===== src/rtl/uart_pkg.sv =====
// Shared UART definitions: scheduler state encoding, frame length
// and baud divisors for a 50 MHz clock.
package uart_pkg;

  typedef enum logic [1:0] {
    IDLE = 2'd0,
    SEND = 2'd1,
    GAP  = 2'd2
  } tx_state_e;

  localparam int FRAME_TICKS_DEF = 16;

  localparam int BAUD_DIV_115200  = 434;
  localparam int BAUD_DIV_230400  = 217;
  localparam int BAUD_DIV_460800  = 109;
  localparam int BAUD_DIV_691200  = 72;
  localparam int BAUD_DIV_1382400 = 36;

  // Explicit modulo wrap so NUM_REQ need not be a power of two
  function automatic int rr_next(input int g, input int n);
    return (g + 1 >= n) ? 0 : g + 1;
  endfunction

endpackage


===== src/rtl/uart_tx_scheduler_if.sv =====
// Requester/transmitter bundle of the UART TX scheduler.
// master: client + transmitter side, slave: scheduler.
interface uart_tx_scheduler_if #(
  parameter int NUM_REQ = 4,
  parameter int DATA_W  = 8
);
  localparam int GW = (NUM_REQ > 1) ? $clog2(NUM_REQ) : 1;

  logic [NUM_REQ-1:0]        req_valid;
  logic [NUM_REQ*DATA_W-1:0] req_data;
  logic [NUM_REQ-1:0]        req_pbit_en;
  logic [NUM_REQ-1:0]        req_ready;
  logic [DATA_W-1:0]         tx_data;
  logic                      tx_pbit_en;
  logic                      tx_frame_start;
  logic                      tx_active;
  logic                      frame_done;
  logic [GW-1:0]             grant_id;

  modport master (
    output req_valid, req_data, req_pbit_en,
    input  req_ready, tx_data, tx_pbit_en,
    input  tx_frame_start, tx_active,
    input  frame_done, grant_id
  );

  modport slave (
    input  req_valid, req_data, req_pbit_en,
    output req_ready, tx_data, tx_pbit_en,
    output tx_frame_start, tx_active,
    output frame_done, grant_id
  );

endinterface


===== src/rtl/uart_tx_scheduler_rr_arbiter.sv =====
// Combinational round-robin picker: first valid index at or
// after the pointer, wrapping modulo NUM_REQ.
module rr_arbiter #(
  parameter  int NUM_REQ = 4,
  localparam int GW = (NUM_REQ > 1) ? $clog2(NUM_REQ) : 1
) (
  input  logic [NUM_REQ-1:0] valid,
  input  logic [GW-1:0]      ptr,
  output logic [NUM_REQ-1:0] grant,
  output logic [GW-1:0]      idx,
  output logic               any
);

  int j;

  always_comb begin
    grant = '0;
    idx   = '0;
    any   = 1'b0;
    j     = 0;
    for (int k = 0; k < NUM_REQ; k++) begin
      j = int'(ptr) + k;
      if (j >= NUM_REQ) j = j - NUM_REQ;
      if (!any && valid[j]) begin
        any      = 1'b1;
        idx      = GW'(j);
        grant[j] = 1'b1;
      end
    end
  end

endmodule


===== src/rtl/uart_tx_scheduler.sv =====
// Round-robin sharing of one UART TX frame datapath among
// NUM_REQ byte requesters, sequenced on the baud tick.
module uart_tx_scheduler
  import uart_pkg::*;
#(
  parameter int NUM_REQ     = 4,
  parameter int DATA_W      = 8,
  parameter int FRAME_TICKS = FRAME_TICKS_DEF,
  parameter int GAP_TICKS   = 0
) (
  input  logic clk,
  input  logic rst_n,
  input  logic baud_tick,
  input  logic rx_abort,
  uart_tx_scheduler_if.slave bus
);

  localparam int GW   = (NUM_REQ > 1) ? $clog2(NUM_REQ) : 1;
  localparam int MAXT = (FRAME_TICKS > GAP_TICKS) ?
                        FRAME_TICKS : GAP_TICKS;
  localparam int CW   = $clog2(MAXT + 1);
  localparam logic [CW-1:0] F_LAST = CW'(FRAME_TICKS - 1);
  localparam logic [CW-1:0] G_LAST =
    CW'((GAP_TICKS > 0) ? GAP_TICKS - 1 : 0);

  tx_state_e         state, state_nx;
  logic [CW-1:0]     cnt, cnt_nx;
  logic [GW-1:0]     ptr, ptr_nx;
  logic [DATA_W-1:0] data_q, data_nx;
  logic              pbit_q, pbit_nx;
  logic              act_q, act_nx;
  logic              fs_q, fs_nx;
  logic              done_q, done_nx;
  logic [GW-1:0]     gid_q, gid_nx;
  logic              arb;

  logic [NUM_REQ-1:0] g_oh;
  logic [GW-1:0]      g_idx;
  logic               g_any;

  rr_arbiter #(
    .NUM_REQ(NUM_REQ)
  ) u_arb (
    .valid(bus.req_valid),
    .ptr  (ptr),
    .grant(g_oh),
    .idx  (g_idx),
    .any  (g_any)
  );

  always_comb begin
    state_nx      = state;
    cnt_nx        = cnt;
    ptr_nx        = ptr;
    data_nx       = data_q;
    pbit_nx       = pbit_q;
    act_nx        = act_q;
    gid_nx        = gid_q;
    fs_nx         = 1'b0;
    done_nx       = 1'b0;
    arb           = 1'b0;
    bus.req_ready = '0;
    if (baud_tick) begin
      unique case (state)
        IDLE: arb = 1'b1;
        SEND: begin
          if (rx_abort) begin
            state_nx = IDLE;
            act_nx   = 1'b0;
          end else if (cnt == F_LAST) begin
            done_nx = 1'b1;
            if (GAP_TICKS > 0) begin
              state_nx = GAP;
              cnt_nx   = '0;
              act_nx   = 1'b0;
            end else begin
              arb = 1'b1;
            end
          end else begin
            cnt_nx = cnt + 1'b1;
          end
        end
        GAP: begin
          if (rx_abort) begin
            state_nx = IDLE;
            act_nx   = 1'b0;
          end else if (cnt == G_LAST) begin
            arb = 1'b1;
          end else begin
            cnt_nx = cnt + 1'b1;
          end
        end
        default: state_nx = IDLE;
      endcase
    end
    // Terminating tick doubles as the next transfer cycle
    if (arb) begin
      if (g_any) begin
        bus.req_ready = g_oh;
        data_nx  = bus.req_data[g_idx*DATA_W +: DATA_W];
        pbit_nx  = bus.req_pbit_en[g_idx];
        gid_nx   = g_idx;
        ptr_nx   = GW'(rr_next(int'(g_idx), NUM_REQ));
        cnt_nx   = '0;
        state_nx = SEND;
        act_nx   = 1'b1;
        fs_nx    = 1'b1;
      end else begin
        state_nx = IDLE;
        act_nx   = 1'b0;
      end
    end
  end

  always_ff @(posedge clk or negedge rst_n) begin
    if (!rst_n) begin
      state  <= IDLE;
      cnt    <= '0;
      ptr    <= '0;
      data_q <= '0;
      pbit_q <= 1'b0;
      act_q  <= 1'b0;
      fs_q   <= 1'b0;
      done_q <= 1'b0;
      gid_q  <= '0;
    end else begin
      state  <= state_nx;
      cnt    <= cnt_nx;
      ptr    <= ptr_nx;
      data_q <= data_nx;
      pbit_q <= pbit_nx;
      act_q  <= act_nx;
      fs_q   <= fs_nx;
      done_q <= done_nx;
      gid_q  <= gid_nx;
    end
  end

  assign bus.tx_data        = data_q;
  assign bus.tx_pbit_en     = pbit_q;
  assign bus.tx_active      = act_q;
  assign bus.tx_frame_start = fs_q;
  assign bus.frame_done     = done_q;
  assign bus.grant_id       = gid_q;

endmodule


===== src/flat_wrapper.sv =====
// flat-port wrapper written by rule: the top's interface ports become plain ports
module uart_tx_scheduler_flat import uart_pkg::*;
#(
  parameter int NUM_REQ     = 4,
  parameter int DATA_W      = 8,
  parameter int FRAME_TICKS = FRAME_TICKS_DEF,
  parameter int GAP_TICKS   = 0
)
  (clk, rst_n, baud_tick, rx_abort, bus_req_valid, bus_req_data, bus_req_pbit_en, bus_req_ready, bus_tx_data, bus_tx_pbit_en, bus_tx_frame_start, bus_tx_active, bus_frame_done, bus_grant_id);
  uart_tx_scheduler_if #(.NUM_REQ(NUM_REQ), .DATA_W(DATA_W)) bus_i ();
  input  logic clk;
  input  logic rst_n;
  input  logic baud_tick;
  input  logic rx_abort;
  input wire logic [$bits(bus_i.req_valid)-1:0] bus_req_valid;
  input wire logic [$bits(bus_i.req_data)-1:0] bus_req_data;
  input wire logic [$bits(bus_i.req_pbit_en)-1:0] bus_req_pbit_en;
  output wire logic [$bits(bus_i.req_ready)-1:0] bus_req_ready;
  output wire logic [$bits(bus_i.tx_data)-1:0] bus_tx_data;
  output wire logic [$bits(bus_i.tx_pbit_en)-1:0] bus_tx_pbit_en;
  output wire logic [$bits(bus_i.tx_frame_start)-1:0] bus_tx_frame_start;
  output wire logic [$bits(bus_i.tx_active)-1:0] bus_tx_active;
  output wire logic [$bits(bus_i.frame_done)-1:0] bus_frame_done;
  output wire logic [$bits(bus_i.grant_id)-1:0] bus_grant_id;
  assign bus_i.req_valid = bus_req_valid;
  assign bus_i.req_data = bus_req_data;
  assign bus_i.req_pbit_en = bus_req_pbit_en;
  assign bus_req_ready = bus_i.req_ready;
  assign bus_tx_data = bus_i.tx_data;
  assign bus_tx_pbit_en = bus_i.tx_pbit_en;
  assign bus_tx_frame_start = bus_i.tx_frame_start;
  assign bus_tx_active = bus_i.tx_active;
  assign bus_frame_done = bus_i.frame_done;
  assign bus_grant_id = bus_i.grant_id;
  uart_tx_scheduler #(.NUM_REQ(NUM_REQ), .DATA_W(DATA_W), .FRAME_TICKS(FRAME_TICKS), .GAP_TICKS(GAP_TICKS)) u_core (.clk(clk), .rst_n(rst_n), .baud_tick(baud_tick), .rx_abort(rx_abort), .bus(bus_i));
endmodule

===== config.mk =====
export PLATFORM = sky130hd
export DESIGN_NAME = uart_tx_scheduler_flat
export DESIGN_NICKNAME = d
export VERILOG_FILES = /design/src/rtl/uart_pkg.sv /design/src/rtl/uart_tx_scheduler_if.sv /design/src/rtl/uart_tx_scheduler_rr_arbiter.sv /design/src/rtl/uart_tx_scheduler.sv /design/src/flat_wrapper.sv
export SDC_FILE = /design/constraint.sdc
export NUM_CORES = 1
export LEC_CHECK = 0
export BUFFER_PORTS_ARGS = -buffer_cell sky130_fd_sc_hd__buf_2
export CAP_MARGIN = 15
export CORE_UTILIZATION = 53
export CTS_CLUSTER_DIAMETER = 80
export DETAILED_ROUTE_END_ITERATION = 8
export GPL_TIMING_DRIVEN = 0
export PLACE_DENSITY = 0.87
export SKIP_CTS_REPAIR_TIMING = 1
export SLEW_MARGIN = 5
export SYNTH_ARGS = -nofsm -noshare
export SYNTH_HDL_FRONTEND = slang
export SYNTH_SLANG_ARGS = --single-unit

===== constraint.sdc =====
create_clock -name clk -period 5.6 [get_ports clk]
set_clock_uncertainty 0.2 [all_clocks]
set_input_delay 0.56 -clock clk [delete_from_list [all_inputs] [get_ports clk]]
set_output_delay 0.56 -clock clk [all_outputs]
set_load 0.02 [all_outputs]

==> results.md, run 1 <==
* Failing checks: hold timing
* Slowest cell on crit path: mux4_2
* Comb power frac at 0.617
* H-tree levels at 1
* Max VDD drop at 0.291 mV
* Initial antenna violation count at 0
* DRC Markers at 0
* Total wire length at 3970 um
* Cts bufs inserted at 3
* Post-synth cell types at 40
* Crit-path cells: buf_6, inv_1, ha_1, mux4_2, nand2b_1, o21ai_1, o21ai_0, a21oi_1, buf_2
* Skew-Pair Late Insertion Delay at 0.30 ns
* Starting density of the core at 0.560
* CP arrival at 3.07 ns
* Setup CP Type: reg2out
* RePlAce Congestion at 0.809
* Final period utilization at 0.684
* Routed len/inst at 13.8 um
* Synthesized flop and latch total at 22
* Initial DRC Count at 90
* Power Density at 456 mW/mm2
* Antenna Nets Post-Route at 0
* Worst Path Buf+Inv at 3
* Post-Syn Instances at 180
* Fmax at 261 MHz
* GRT Overall Usage at 0.246
* First-pass GRT wire length at 6560 um
* Max Cap Viol at 0
* Share of layout cells above drive strength 1 at 0.358
* I/O pin cnt at 62
* Lkg Pwr at 1.07 nW
* CTS tree: yes
* Root buffer cell: clkbuf_4
* Clock Pin Slew Worst Setup and Hold Paths at 0.12 ns
* Core ar. at 0.00305 mm2
* Via density at 5.54
* Final Max Tran Viols at 0
* Placed Cells at 283
* Crit Path Max Fanout at 10
* Port Buffer Count at 59
* Fin nets at 294
* Clock network fraction of design power at 0.123
* Normalized max-slew margin at 0.646
* Hold_ws at -0.00903 ns
* Crit start category: register
* Remaining Overflow, GRT at 0
* Status: finished, violations left
* Post-layout minimum cycle time at 3.83 ns
* RSZ-0062 raised after global routing: false
* Register area share after synthesis at 0.322
* Switching power of the nets at 0.423 mW
* Sw Share at 0.439
* Vias in the first global route at 1497
* Total chip power at 0.963 mW
* Largest stage delay, worst path at 0.60 ns
* Most common cell after layout, fill and taps aside: buf_2
* Critical path capture point type: output port
* P&R area growth vs syn at 23.6%
* Seq pwr share at 0.260
* Sink Count at 22
* Mapped Nets at 230
* Worst slack, placed at 2.15 ns
* Die Footprint at 0.00346 mm2
* Final cell count without fillers at 287
* Pint at 0.540 mW
* DIE HEIGHT at 58.8 um
* Yosys warns at 0
* TNS Setup at 0 ns
* Synth Cell Area at 0.00171 mm2
* Maximum number of pins on one net before global-route repair at 23
* Worst hold path type: in2async
* Drt pass-1 iters at 4
* Antenna fix cells at 0
* Detail Placement HPWL at 3090 um
* Via count at 1589
* Worst Path Required at 4.84 ns
* Worst Slack Setup Final at 1.77 ns
* # rows at 20
* Max Buffers Root-to-Sink at 2
* Final hold violations at 22
* Die X at 58.8 um
* Critical path's top delay family: multiplexers
* Most frequent cells in the layout: buf_2, nand2_1, mux2i_1, dfrtp_1, a21oi_1
* Worst Tran Pin Value at 0.527 ns
* Avg Synthesized Cell Area at 9.50 um2
* Final setup viols at 0
-- Yosys cell counts --
library cell	number	area share
nor2_1	10	0.022
a32o_1	1	0.0059
buf_6	5	0.033
inv_1	9	0.020
a21o_1	1	0.0044
and3b_1	1	0.0051
a211o_1	1	0.0051
buf_4	2	0.0088
nand3b_1	1	0.0044
mux4_1	2	0.031
nand4b_1	2	0.010
a21oi_1	13	0.038
o21ai_0	7	0.020
nand3_1	8	0.023
a21boi_0	1	0.0044
nor2b_1	1	0.0037
o221ai_2	9	0.079
o211ai_1	1	0.0044
nand4_1	1	0.0037
nor3_1	2	0.0059
or3_1	1	0.0037
nand2_1	26	0.057
clkinv_1	1	0.0022
mux2_2	1	0.0066
nand4b_2	1	0.0088
and2_1	1	0.0037
o21ai_1	4	0.012
ha_1	6	0.044
o22ai_1	2	0.0073
clkbuf_1	1	0.0022
o31ai_1	1	0.0044
buf_2	4	0.012
a311o_1	1	0.0059
mux4_2	1	0.013
nand2b_1	3	0.011
mux2i_1	22	0.13
o2111ai_1	2	0.010
a221oi_2	1	0.0088
dfrtp_1	22	0.32
xnor2_1	1	0.0051
-- power groups by stage --
stage,clock network [mW],registers [mW],logic [mW]
after floorplan,0,0.297,0.409
after global placement,0,0.251,0.577
after detailed placement,0,0.253,0.591
after CTS,0.121,0.250,0.594
after global routing,0.127,0.256,0.649
final,0.119,0.250,0.594
-- worst reg2reg max path, stage by stage (launching register included) --
cell and delay (ns):
dfrtp_1 0.51, buf_6 0.19, inv_1 0.14, ha_1 0.47
mux4_2 0.60, nand2b_1 0.27, a21oi_1 0.17, nand4b_1 0.12
o211ai_1 0.10
-- logic make-up after synthesis --
kind of cell    Yosys count  share of synthesized area
compound gates           45                      0.210
xor+xnor                  1                    0.00512
fa+ha+maj                 6                     0.0439
buf+inv                  22                     0.0775
flops                    22                      0.322
mux                      26                      0.179
simple gates             58                      0.162
-- final cells by class --
| type | count | area [um2] |
|---|---|---|
| fill | 243 | 940 |
| sequential | 22 | 551 |
| tap | 44 | 55.1 |
| clock inverter | 1 | 30.0 |
| multi-input combinational | 136 | 1030 |
| inverter | 10 | 37.5 |
| buffer | 12 | 95.1 |
| clock buffer | 3 | 22.5 |
| timing repair buffer | 59 | 295 |
-- layer usage --
layer	up-vias	GRT usage	routed length, um
met5	-	0	0
met4	0	0.0442	12
met3	2	0.0396	99
met2	26	0.417	2060
li1	789	-	-
met1	772	0.334	1800
-- sequential cells by signal, summed over array words and instances, names as in the netlist --
name                       count
u_core.cnt                     5
u_core.state                   1
u_core.bus.tx_frame_start      1
u_core.bus.grant_id            2
u_core.bus.tx_pbit_en          1
u_core.bus.tx_data             8
u_core.bus.tx_active           1
u_core.bus.frame_done          1
u_core.ptr                     2
-- per-stage QoR --
stage	instance area, um2	util	hold slack (ns)
after detailed placement	2060	0.675	0.267
after floorplan	1710	-	0.0644
after global placement	2060	0.675	0.258
after CTS	2110	0.692	-0.00572
after global routing	2110	0.692	0.0123
final	2110	0.692	-0.00903
-- worst paths after layout --
kind	endpoint	start	cells after the start	slack [ns]
worst max-delay path	bus_req_ready[1]	u_core.ptr[0]	9	1.77
min in group clk	u_core.state[0]	baud_tick	2	0.28
max in group asynchronous	u_core.bus.tx_frame_start	rst_n	1	4.89
worst min-delay path	u_core.bus.tx_data[3]	rst_n	1	-0.009
worst min register to register	u_core.bus.tx_active	u_core.bus.tx_active	2	0.29
worst max register to register	u_core.ptr[1]	u_core.ptr[0]	8	2.73
Note: power is estimated with default switching activity, not from simulation.
==> run 2, diff against run 1 <==
--- a/config.mk
+++ b/config.mk
@@ -7,11 +7,11 @@
 export LEC_CHECK = 0
 export BUFFER_PORTS_ARGS = -buffer_cell sky130_fd_sc_hd__buf_2
 export CAP_MARGIN = 15
-export CORE_UTILIZATION = 53
+export CORE_UTILIZATION = 50
 export CTS_CLUSTER_DIAMETER = 80
 export DETAILED_ROUTE_END_ITERATION = 8
 export GPL_TIMING_DRIVEN = 0
-export PLACE_DENSITY = 0.87
+export PLACE_DENSITY = 0.83
 export SKIP_CTS_REPAIR_TIMING = 1
 export SLEW_MARGIN = 5
 export SYNTH_ARGS = -nofsm -noshare
==> constraint.sdc (replaced) <==
create_clock -name clk -period 4 [get_ports clk]
set_clock_uncertainty 0.2 [all_clocks]
set_input_delay 0.4 -clock clk [delete_from_list [all_inputs] [get_ports clk]]
set_output_delay 0.4 -clock clk [all_outputs]
set_load 0.02 [all_outputs]
==> results.md, run 2 (same netlist as run 1, synthesis figures left out) <==
* R2r endpoint: u_core.ptr[1]
* Hold_ws at 0.119 ns (+0.128 ns)
* Final setup viols at 0 (unchanged)
* Crit Path Max Fanout at 10 (unchanged)
* R2R depth at 8 (unchanged)
* Comb power frac at 0.614 (-0.003)
* Critical path capture point type: output port
* Worst Tran Pin Value at 0.521 ns (-0.00514 ns)
* RSZ-0062 raised after global routing: false
* CP endpoint: bus_req_ready[1]
* Pint at 0.757 mW (+40%)
* Sink Count at 22 (unchanged)
* GRT Overall Usage at 0.216 (-0.0296)
* Final hold violations at 0 (-100%)
* Clock network fraction of design power at 0.123 (about the same)
* Max VDD drop at 0.387 mV (+33%)
* P&R area growth vs syn at 24.1%
* Max reg flops at 8 (unchanged)
* Met3 Use GR at 0.0384 (-0.00118)
* Total chip power at 1.35 mW (+40%)
* Die Footprint at 0.00366 mm2 (+5.8%)
* Max Buffers Root-to-Sink at 2 (unchanged)
* Switching power of the nets at 0.589 mW (+39%)
* Final period utilization at 0.899
* Die X at 60.5 um (+2.8%)
* Sw Share at 0.438 (-0.00105)
* First-pass GRT wire length at 6020 um (-8.3%)
* DIE HEIGHT at 60.5 um (+2.8%)
* Core ar. at 0.00315 mm2 (+3.3%)
* M2 GR Usage at 0.380 (-0.0373)
* Final cell count without fillers at 288 (+0.35%)
* Max Cap Viol at 0 (unchanged)
* Cts bufs inserted at 3 (unchanged)
* Remaining Overflow, GRT at 0 (unchanged)
* Root buffer cell: clkbuf_4
* TNS Setup at 0 ns (unchanged)
* Initial antenna violation count at 0 (unchanged)
* Maximum number of pins on one net before global-route repair at 23 (unchanged)
* Crit path launch: u_core.ptr[0]
* Crit start category: register
* Initial DRC Count at 66 (-27%)
* Most frequent cells in the layout: buf_2, nand2_1, mux2i_1, dfrtp_1, a21oi_1
* Vias in the first global route at 1387 (-7.3%)
* # rows at 20 (unchanged)
* Normalized max-slew margin at 0.649 (+0.00345)
* R2R Path Start: u_core.ptr[0]
* Fmax at 278 MHz
* DRC Markers at 0 (unchanged)
* H-tree levels at 1 (unchanged)
* Layout fillers at 276 (+14%)
* Starting density of the core at 0.542 (-0.0178)
* GR Util met1 at 0.282 (-0.0523)
* Seq pwr share at 0.263 (+0.003)
* Skew-Pair Late Insertion Delay at 0.30 ns (about the same)
* Clock Pin Slew Worst Setup and Hold Paths at 0.12 ns (about the same)
* Lkg Pwr at 1.07 nW (+0.39%)
* CTS tree: yes
* Drt pass-1 iters at 4 (unchanged)
* Via count at 1631 (+2.6%)
* Setup CP Type: reg2out
* Port Buffer Count at 59 (unchanged)
* Antenna Nets Post-Route at 0 (unchanged)
* CP arrival at 3.00 ns (-0.07 ns)
* Routed len/inst at 13.5 um (-2.2%)
* Antenna fix cells at 0 (unchanged)
* Final Max Tran Viols at 0 (unchanged)
* RePlAce Congestion at 0.797 (-1.6%)
* Reg-to-reg slack, setup at 1.15 ns (-1.58 ns)
* HP Start: baud_tick
* Via density at 5.66 (+2.3%)
* Share of layout cells above drive strength 1 at 0.357 (-0.00147)
* Power Density at 634 mW/mm2 (+39%)
* Detail Placement HPWL at 3010 um (-2.6%)
* Status: finished clean
* Post-layout minimum cycle time at 3.60 ns
* Placed Cells at 283 (unchanged)
* I/O pin cnt at 62 (unchanged)
* Worst hold path type: in2reg
* Global-route layer with the greatest usage: met2
* Total wire length at 3900 um (-1.8%)
* Most common cell after layout, fill and taps aside: buf_2
* Worst Path Required at 3.40 ns (-1.44 ns)
* Fin nets at 295 (+0.34%)
-- run 2: cell types whose count changed in the layout (fill, tap and decap cells not counted), sizes merged --
cell,delta
dlygate4sd3,+1
-- run 2: worst min-delay path by stage --
stage / cells after the start / end
4_1_cts: 1 / u_core.bus.tx_data[2]
5_1_grt: 2 / u_core.state[0]
3_3_place_gp: 1 / u_core.bus.tx_data[2]
2_1_floorplan: 0 / u_core.bus.frame_done
3_5_place_dp: 1 / u_core.bus.tx_data[2]
6_report: 2 / u_core.state[0]
-- run 2: metal layers --
metal | vias up | share of wire
met4 | 0 | 0.0062
met2 | 39 | 0.53
met5 | - | 0
met1 | 796 | 0.43
li1 | 792 | -
met3 | 4 | 0.034
-- run 2: metrics by stage --
step | setup slack, ns | cell area, um2 | util
2_1_floorplan | 0.974 | 1710 | -
3_3_place_gp | 0.805 | 2060 | 0.654
3_5_place_dp | 0.759 | 2060 | 0.654
4_1_cts | 0.406 | 2110 | 0.670
5_1_grt | 0.197 | 2120 | 0.673
6_report | 0.402 | 2120 | 0.673
-- run 2: layout make-up --
class / count / area (um2) / share of cell area
clock inverter: 1 / 30.0 / 0.0141
inverter: 10 / 37.5 / 0.0177
sequential: 22 / 551 / 0.259
tap: 44 / 55.1 / 0.0259
clock buffer: 3 / 22.5 / 0.0106
buffer: 12 / 95.1 / 0.0448
multi-input combinational: 136 / 1030 / 0.484
timing repair buffer: 60 / 305 / 0.144
-- run 2: critical path: stages (launching register included) --
cell	delay, ns
dfrtp_1	0.52
buf_6	0.19
inv_1	0.13
ha_1	0.46
mux4_2	0.59
nand2b_1	0.26
o21ai_1	0.14
o21ai_0	0.10
a21oi_1	0.12
buf_2	0.18
-- run 2: power by group through the flow --
stage / sequential [mW] / clock [mW] / combinational, mW
finish: 0.354 / 0.166 / 0.826
global route: 0.363 / 0.178 / 0.902
CTS: 0.352 / 0.172 / 0.828
detailed placement: 0.355 / 0 / 0.826
global placement: 0.353 / 0 / 0.811
floorplan: 0.415 / 0 / 0.572
==> run 3, diff against run 2 <==
--- a/config.mk
+++ b/config.mk
@@ -12,6 +12,7 @@
 export DETAILED_ROUTE_END_ITERATION = 8
 export GPL_TIMING_DRIVEN = 0
 export PLACE_DENSITY = 0.83
+export RECOVER_POWER = 50
 export SKIP_CTS_REPAIR_TIMING = 1
 export SLEW_MARGIN = 5
 export SYNTH_ARGS = -nofsm -noshare
==> results.md, run 3 (same netlist as run 1, synthesis figures left out) <==
* Status: finished clean
* Placed cell area at 0.00206 mm2 (unchanged)
* Initial DRC Count at 59 (-11%)
* Core ar. at 0.00315 mm2 (unchanged)
* Cell area after layout at 0.00211 mm2 (-0.83%)
* DRC Markers at 0 (unchanged)
* Worst Tran Pin Value at 1.16 ns (+0.636 ns)
* Final hold violations at 0 (unchanged)
* Max Cap Viol at 0 (unchanged)
* Normalized max-slew margin at 0.228 (-0.421)
* Total chip power at 1.34 mW (-0.52%)
* Vias in the first global route at 1387 (unchanged)
* CP arrival at 3.02 ns (+0.02 ns)
* Fin util at 0.668 (-0.00556)
* Fmax at 277 MHz (-0.52%)
* Final period utilization at 0.904 (+0.00469)
* Setup CP Type: reg2out
* CTS tree: yes
* RSZ-0062 raised after global routing: false
* Placed Cells at 283 (unchanged)
* Initial antenna violation count at 0 (unchanged)
* Most frequent cells in the layout: buf_2, nand2_1, mux2i_1, dfrtp_1, a21oi_1
* Clock Pin Slew Worst Setup and Hold Paths at 0.12 ns (about the same)
* Lkg Pwr at 1.02 nW (-4.8%)
* Critical path capture point type: output port
* TNS Setup at 0 ns (unchanged)
* Detail Placement HPWL at 3010 um (unchanged)
* Die Footprint at 0.00366 mm2 (unchanged)
* Worst hold path type: in2reg
* Final cell count without fillers at 288 (unchanged)
* Crit-path cells: buf_6, inv_1, ha_1, mux4_2, nand2b_1, o21ai_1, o21ai_0, a21oi_1, buf_2
* DIE HEIGHT at 60.5 um (unchanged)
* Worst Path Buf+Inv at 3 (unchanged)
* Total wire length at 3900 um (+0.15%)
* Drt pass-1 iters at 5 (+1)
* Fin nets at 295 (unchanged)
* Cts bufs inserted at 3 (unchanged)
* Sink Count at 22 (unchanged)
* Remaining Overflow, GRT at 0 (unchanged)
* Worst Slack Setup Final at 0.383 ns (-0.0188 ns)
* Slowest cell on crit path: mux4_2
* RePlAce Congestion at 0.797 (unchanged)
* Final Max Tran Viols at 0 (unchanged)
* Root buffer cell: clkbuf_4
* Largest stage delay, worst path at 0.59 ns (about the same)
* Final setup viols at 0 (unchanged)
* Skew-Pair Late Insertion Delay at 0.30 ns (about the same)
* Via count at 1612 (-1.2%)
* Most common cell after layout, fill and taps aside: buf_2
* GRT Overall Usage at 0.216 (unchanged)
* Power Density at 636 mW/mm2 (+0.30%)
* Via density at 5.60 (-1.2%)
* Antenna Nets Post-Route at 0 (unchanged)
* Port Buffer Count at 59 (unchanged)
* H-tree levels at 1 (unchanged)
* Max reg flops at 8 (unchanged)
* Crit start category: register
* Antenna fix cells at 0 (unchanged)
* Starting density of the core at 0.542 (unchanged)
* Post-layout minimum cycle time at 3.62 ns (+0.0188 ns)
* Hold_ws at 0.115 ns (-0.00438 ns)
* Crit Path Max Fanout at 10 (unchanged)
* Worst Path Required at 3.40 ns (about the same)
* Critical path's top delay family: multiplexers
* Maximum number of pins on one net before global-route repair at 23 (unchanged)
* First-pass GRT wire length at 6020 um (unchanged)
* # rows at 20 (unchanged)
* I/O pin cnt at 62 (unchanged)
* Max Buffers Root-to-Sink at 2 (unchanged)
* Routed len/inst at 13.6 um (+0.15%)
* Worst slack, placed at 0.759 ns (unchanged)
* P&R area growth vs syn at 23.1%
* Max VDD drop at 0.384 mV (-0.78%)
* Die X at 60.5 um (unchanged)
* Share of layout cells above drive strength 1 at 0.316 (-0.0410)
-- run 3: worst reg2reg max path: stages (launching register included) --
cell and delay (ns):
dfrtp_1 0.52, buf_6 0.19, inv_1 0.13, ha_1 0.46, mux4_2 0.59, nand2b_1 0.26
a21oi_1 0.17, nand4b_1 0.12, o211ai_1 0.10
-- run 3: report_power, final --
group / switching [mW] / leakage [nW] / internal (mW) / total (mW)
Sequential: 0.0577 / 0.278 / 0.297 / 0.355
Combinational: 0.467 / 0.715 / 0.350 / 0.818
Clock: 0.0654 / 0.0279 / 0.101 / 0.167
-- run 3: worst paths after layout --
kind	endpoint	slack (ns)	cells after the start	start
min in group asynchronous	u_core.bus.tx_data[2]	0.64	2	rst_n
max in group asynchronous	u_core.bus.tx_pbit_en	2.27	2	rst_n
max	bus_req_ready[1]	0.38	9	u_core.ptr[0]
min reg2reg	u_core.bus.grant_id[1]	0.30	2	u_core.bus.grant_id[1]
min	u_core.state[0]	0.11	2	baud_tick
max reg2reg	u_core.ptr[1]	1.15	8	u_core.ptr[0]
-- run 3: layout make-up --
cell class	instances	area [um2]
Multi-Input combinational cell	136	1020
Tap cell	44	55.1
Fill cell	286	1050
Clock inverter	1	30.0
Sequential cell	22	551
Clock buffer	3	22.5
Timing Repair Buffer	60	294
Inverter	10	37.5
Buffer	12	95.1
-- run 3: per-layer routing --
layer	global-route usage	vias up	routed length (um)
li1	-	789	-
met5	0	-	0
met2	0.380	29	2030
met3	0.0384	2	102
met4	0.0390	0	19
met1	0.282	792	1750
